$ cat src/rtl/ser_rx_decoder.sv
// ser_rx_decoder: 8N1 serial receiver with a small receive buffer.
// Define SER_RX_FIFO_EN for a 4-entry FIFO; otherwise a 1-byte holding register.
module ser_rx_decoder #(
   parameter int unsigned CLKS_PER_BIT = 106
) (
   input  logic       clk,
   input  logic       reset,
   input  logic       rx,
   output logic [7:0] rx_data,
   output logic       rx_valid,
   input  logic       rx_ready,
   output logic       frame_err,
   output logic       overrun,
   output logic       busy
);

   localparam logic [15:0] HALF = 16'(CLKS_PER_BIT / 2 - 1);
   localparam logic [15:0] FULL = 16'(CLKS_PER_BIT - 1);

   typedef enum logic [1:0] {
      IDLE,
      START,
      DATA,
      STOP
   } state_t;

   state_t      state;
   logic        rx_s1;
   logic        rx_s2;
   logic        rx_prev;
   logic [15:0] cnt;
   logic [2:0]  bit_idx;
   logic [7:0]  shreg;
   logic        tick;
   logic        push;
   logic        pop;
   logic        full;
   logic        wr_en;
   logic        drop;

   assign tick  = (cnt == 16'd0);
   assign push  = (state == STOP) && tick && rx_s2;
   assign pop   = rx_valid && rx_ready;
   assign wr_en = push && (!full || pop);
   assign drop  = push && full && !pop;
   assign busy  = (state != IDLE);

   // Two-flop synchronizer plus one history flop for falling-edge detect
   always_ff @(posedge clk) begin
      if (reset) begin
         rx_s1   <= 1'b1;
         rx_s2   <= 1'b1;
         rx_prev <= 1'b1;
      end else begin
         rx_s1   <= rx;
         rx_s2   <= rx_s1;
         rx_prev <= rx_s2;
      end
   end

   // Frame state machine: mid-bit sampling, LSB-first shift, stop check
   always_ff @(posedge clk) begin
      if (reset) begin
         state     <= IDLE;
         cnt       <= '0;
         bit_idx   <= '0;
         shreg     <= '0;
         frame_err <= 1'b0;
      end else begin
         frame_err <= 1'b0;
         unique case (state)
            IDLE: begin
               if (!rx_s2 && rx_prev) begin
                  state <= START;
                  cnt   <= HALF;
               end
            end
            START: begin
               if (tick) begin
                  if (rx_s2) begin
                     state <= IDLE;
                  end else begin
                     state   <= DATA;
                     cnt     <= FULL;
                     bit_idx <= 3'd0;
                  end
               end else begin
                  cnt <= cnt - 16'd1;
               end
            end
            DATA: begin
               if (tick) begin
                  shreg   <= {rx_s2, shreg[7:1]};
                  cnt     <= FULL;
                  bit_idx <= bit_idx + 3'd1;
                  if (bit_idx == 3'd7) begin
                     state <= STOP;
                  end
               end else begin
                  cnt <= cnt - 16'd1;
               end
            end
            STOP: begin
               if (tick) begin
                  frame_err <= !rx_s2;
                  state     <= IDLE;
               end else begin
                  cnt <= cnt - 16'd1;
               end
            end
            default: state <= IDLE;
         endcase
      end
   end

   // Overrun pulses when a good byte arrives with no room and no pop
   always_ff @(posedge clk) begin
      if (reset) begin
         overrun <= 1'b0;
      end else begin
         overrun <= drop;
      end
   end

`ifdef SER_RX_FIFO_EN
   logic [7:0] mem [4];
   logic [1:0] wr_ptr;
   logic [1:0] rd_ptr;
   logic [2:0] count;

   assign full     = (count == 3'd4);
   assign rx_valid = (count != 3'd0);
   assign rx_data  = mem[rd_ptr];

   // Four-entry circular FIFO; pointers wrap naturally at 2 bits
   always_ff @(posedge clk) begin
      if (reset) begin
         wr_ptr <= '0;
         rd_ptr <= '0;
         count  <= '0;
         for (int i = 0; i < 4; i++) begin
            mem[i] <= 8'h00;
         end
      end else begin
         if (wr_en) begin
            mem[wr_ptr] <= shreg;
            wr_ptr      <= wr_ptr + 2'd1;
         end
         if (pop) begin
            rd_ptr <= rd_ptr + 2'd1;
         end
         count <= count + {2'b00, wr_en} - {2'b00, pop};
      end
   end
`else
   logic [7:0] hold;
   logic       hold_v;

   assign full     = hold_v;
   assign rx_valid = hold_v;
   assign rx_data  = hold;

   // Single holding register; a write in the pop cycle keeps it valid
   always_ff @(posedge clk) begin
      if (reset) begin
         hold   <= 8'h00;
         hold_v <= 1'b0;
      end else begin
         if (wr_en) begin
            hold   <= shreg;
            hold_v <= 1'b1;
         end else if (pop) begin
            hold_v <= 1'b0;
         end
      end
   end
`endif

endmodule

$ cat config.mk
export PLATFORM = sky130hd
export DESIGN_NAME = ser_rx_decoder
export DESIGN_NICKNAME = d
export VERILOG_FILES = /design/src/rtl/ser_rx_decoder.sv
export SDC_FILE = /design/constraint.sdc
export NUM_CORES = 1
export LEC_CHECK = 0
export CAP_MARGIN = 0
export CORE_ASPECT_RATIO = 1.2
export CORE_MARGIN = 4
export CORE_UTILIZATION = 35
export CTS_BUF_LIST = sky130_fd_sc_hd__clkbuf_8
export DETAILED_ROUTE_END_ITERATION = 10
export GPL_TIMING_DRIVEN = 0
export HOLD_SLACK_MARGIN = 0.05
export PLACE_DENSITY = 0.66
export SLEW_MARGIN = 20
export SYNTH_ARGS = -nofsm -noshare
export SYNTH_HDL_FRONTEND = slang
export SYNTH_SLANG_ARGS = --single-unit
$ cat constraint.sdc
create_clock -name clk -period 2 [get_ports clk]
set_clock_uncertainty 0.05 [all_clocks]
set_input_delay 0.2 -clock clk [delete_from_list [all_inputs] [get_ports clk]]
set_output_delay 0.2 -clock clk [all_outputs]
set_load 0.05 [all_outputs]
==> Implementation_results.wiki, run 1 <==
{| class="wikitable"
! Metric !! Value
|-
| Status || finished, violations left
|-
| Violated checks || negative setup slack
|-
| Critical path type || register to register
|-
| Final routed wire length divided by cell count || 14.02 microns
|-
| Final #Nets || 277
|-
| Cells along the critical path || nor4_4 > buf_4 > nand4_1 > a21oi_2 > a2111oi_0 > a311o_1
|-
| Number of I/O pins || 16
|-
| Total gr overflow || 0
|-
| Launch instance of the worst min-delay path || rx_s1
|-
| Detailed-route vias per instance || 5.203
|-
| Die area || 7390 sq um
|-
| IR drop worst, VDD || 660.3 uV
|-
| Sequential area share after synthesis || 0.4049
|-
| Die Span Y || 93.37 microns
|-
| LEAKAGE || 0.0009629 uW
|-
| Clock latency on the worst-skew pair || 0.31 ns
|-
| Violation count after the first detailed-routing iteration || 64
|-
| Net switching component of the power || 1973 uW
|-
| Post-synthesis area per instance || 9.324 sq um
|-
| Top fanout value on the critical path || 6
|-
| Crit path DAT || 2.16 ns
|-
| Largest stage delay on the critical path || 0.41 ns
|-
| Cell types with the largest area share after synthesis || dfxtp_1 (40%), mux2i_1 (8.5%), nor2_1 (6.4%)
|-
| Critical Path Slowest Stage Cell || nor4_4
|-
| Max Buffers Root-to-Sink || 2
|-
| Category of the worst setup path capture point || register
|-
| Cell chosen for the clock root || clkbuf_8
|-
| Total count of max-transition violations in the final report || 0
|-
| Count of flip-flops with a built-in enable after synthesis || 0
|-
| Pwr dens || 1617 nW/um^2
|-
| Setup slack of the worst register-to-register path || -0.01 ns
|-
| Final worst path period need || 2.013 ns
|-
| Area fraction of the dominant cell type after synthesis || 0.4049
|-
| Worst-path clk slew || 0.09 ns
|-
| Most area-hungry cell type in the Yosys netlist || dfxtp_1
|-
| Post-layout worst setup margin || -0.01303 ns
|-
| Post-Syn Nets || 241
|-
| Total GRT Usage || 0.1375
|-
| Commonest cells after routing, fill and taps aside || dfxtp_1 (39), nor2_1 (35), mux2i_1 (17), a21oi_1 (17), clkdlybuf4s50_1 (14)
|-
| Gate count of the mapped netlist || 228
|-
| Setup slack at placement || -0.2980 ns
|-
| Number of instances on the worst hold path || 1
|-
| Proportion of register bits with asynchronous set or reset after synthesis || 0
|-
| Total power || 4361 uW
|-
| Critical path launch point type || register
|-
| Length of the first detailed-routing pass in iterations || 4
|-
| Final period util || 1.007
|-
| Worst reg2reg path startpoint || cnt[8]
|-
| Port buffer count || 15
|-
| Unrepaired setup endpoints after global routing || true
|-
| Hold crit path type || register to register
|-
| Area added between synthesis and finish || 26.84%
|-
| Global-route wire length before repair || 8197 microns
|-
| Required @ worst endpoint || 2.14 ns
|-
| Fraction of power consumed by sequential logic || 0.270
|-
| Area of the mapped netlist || 2126 sq um
|-
| Number of CTS-inserted buffers || 5
|-
| Internal power || 2388 uW
|-
| Diodes inserted || 0
|-
| Via count of the routed design || 1795
|-
| Clock net sink count || 43
|-
| Count of nets left with antenna violations after detail routing || 0
|-
| Initial antenna violation count || 0
|-
| Finish-stage setup viols || 5
|-
| Pin count of the biggest net entering global routing || 17
|-
| Share of final-layout standard cells stronger than drive strength 1 || 0.2226
|-
| Clk pwr share || 0.138
|-
| Switching share of power || 0.4523
|-
| Final core occ || 0.4665
|-
| Number of max-capacitance violations reported || 0
|-
| Number of library cell types mapped by synthesis || 48
|-
| Number of global-route vias before repair || 1772
|-
| Placement row count || 30
|-
| Synth warn || 0
|-
| Worst flop-to-flop path endpoint || cnt[2]
|-
| Last weighted congestion value of the routability-driven placer || 0.8248
|-
| Starting Density || 0.3677
|-
| Remaining DRCs || 0
|-
| Leading cell type in the layout, fill and taps excluded || dfxtp_1
|-
| Comb pwr share || 0.592
|-
| Depth of the worst register-to-register path || 6
|-
| Maximum clock frequency || 496.8 MHz
|-
| Die width || 79.15 microns
|-
| CORE AREA || 5781 sq um
|-
| Endpoints failing hold || 0
|-
| Post-DP HPWL || 3133 microns
|-
| Least-Margin Pin Slew || 0.5476 ns
|-
| Clock tree from TritonCTS || built
|-
| Commonest register cell after synthesis || dfxtp_1
|-
| Hold EP || rx_s2
|-
| Final routed wirelength across all metal layers || 4838 microns
|-
| Relative slew slack || 0.6349
|-
| Number of register bits inferred by synthesis || 43
|-
| H-tree levels || 2
|}
-- state kept, by name (all words and copies together), names as in the netlist, named ones only --
| name | flops |
|---|---|
| bit_idx | 3 |
| rx_s2 | 1 |
| rx_valid | 1 |
| cnt | 16 |
| rx_s1 | 1 |
| shreg | 8 |
| overrun | 1 |
| rx_data | 8 |
| frame_err | 1 |
| rx_prev | 1 |
| state | 1 |
-- stage by stage --
stage	hold slack, ns	instances	area (sq um)	setup TNS (ns)
final	0.3725	345	2696	-0.01758
after CTS	0.3700	340	2614	-0.002954
after global routing	0.3868	345	2696	-2.362
after global placement	0.3449	323	2380	-6.177
after floorplan	0.2538	228	2130	0
after detailed placement	0.3487	323	2380	-6.280
-- Yosys cell counts (3+ instances only) --
library cell  number
o21ai_0            5
xor2_1             5
nor4_1             4
nand3_1            6
inv_1             11
nand2b_1           4
a21oi_1           19
clkbuf_1           5
nand2_1            7
ha_1               9
nand4_1            3
o211ai_1           3
dfxtp_1           43
mux2i_1           18
nor3_1             7
or2_2              3
nor2_1            36
-- worst max-delay path by stage --
stage,startpoint,to,slack (ns),depth (start not counted)
floorplan,cnt[0],cnt[6],0.01,8
global placement,cnt[0],cnt[2],-0.28,7
detailed placement,cnt[0],cnt[2],-0.30,7
CTS,cnt[0],cnt[2],-0.003,7
global route,cnt[0],shreg[5],-0.14,9
finish,cnt[8],cnt[2],-0.01,6
-- routing by layer --
metal | up-vias | track usage | routed length [microns]
met5 | - | 0 | 0
met4 | 0 | 0.05444 | 124
li1 | 898 | - | -
met1 | 839 | 0.1675 | 2123
met2 | 46 | 0.2310 | 2394
met3 | 12 | 0.03372 | 195
-- power groups by stage --
stage | clock, uW | combinational [uW] | sequential [uW]
2_1_floorplan | 0 | 1540 | 1150
3_3_place_gp | 0 | 1880 | 1180
3_5_place_dp | 0 | 1890 | 1190
4_1_cts | 614 | 2170 | 1170
5_1_grt | 668 | 2770 | 1200
6_report | 603 | 2580 | 1180
-- worst max-delay path, delay by kind of cell, from the launching register on --
family | cells | cell delay (ns)
flops | 1 | 0.38
buf+inv | 1 | 0.19
simple gates | 2 | 0.54
compound gates | 3 | 0.74
-- cells by family after synthesis --
group | share of synthesized area
buf+inv | 0.03590
compound gates | 0.1648
xor+xnor | 0.02884
fa+ha+maj | 0.05297
simple gates | 0.2278
flops | 0.4049
mux | 0.08475
-- cell type report --
class / count / area [sq um]
timing repair buffer: 30 / 280.3
inverter: 12 / 48.80
tap: 80 / 100.1
clock inverter: 3 / 26.28
buffer: 5 / 30.03
fill: 549 / 3084
clock buffer: 5 / 68.82
multi-input combinational: 167 / 1276
sequential: 43 / 865.8
-- repair_timing --
item                       in CTS  in global routing
cloned                          2                  0
pin swaps                      11                 10
setup endpoints to repair      37                 30
gates resized for setup        16                 12
hold buffers                    0                  0
setup buffers                   9                  5
Note: power is estimated with default switching activity, not from simulation.
==> run 2, diff against run 1 <==
--- a/config.mk
+++ b/config.mk
@@ -12,7 +12,7 @@
 export CTS_BUF_LIST = sky130_fd_sc_hd__clkbuf_8
 export DETAILED_ROUTE_END_ITERATION = 10
 export GPL_TIMING_DRIVEN = 0
-export HOLD_SLACK_MARGIN = 0.05
+export HOLD_SLACK_MARGIN = 0.08
 export PLACE_DENSITY = 0.66
 export SLEW_MARGIN = 20
 export SYNTH_ARGS = -nofsm -noshare
==> results of run 2 <==
No change in the layout: final DEF, timing and power equal those of run 1.
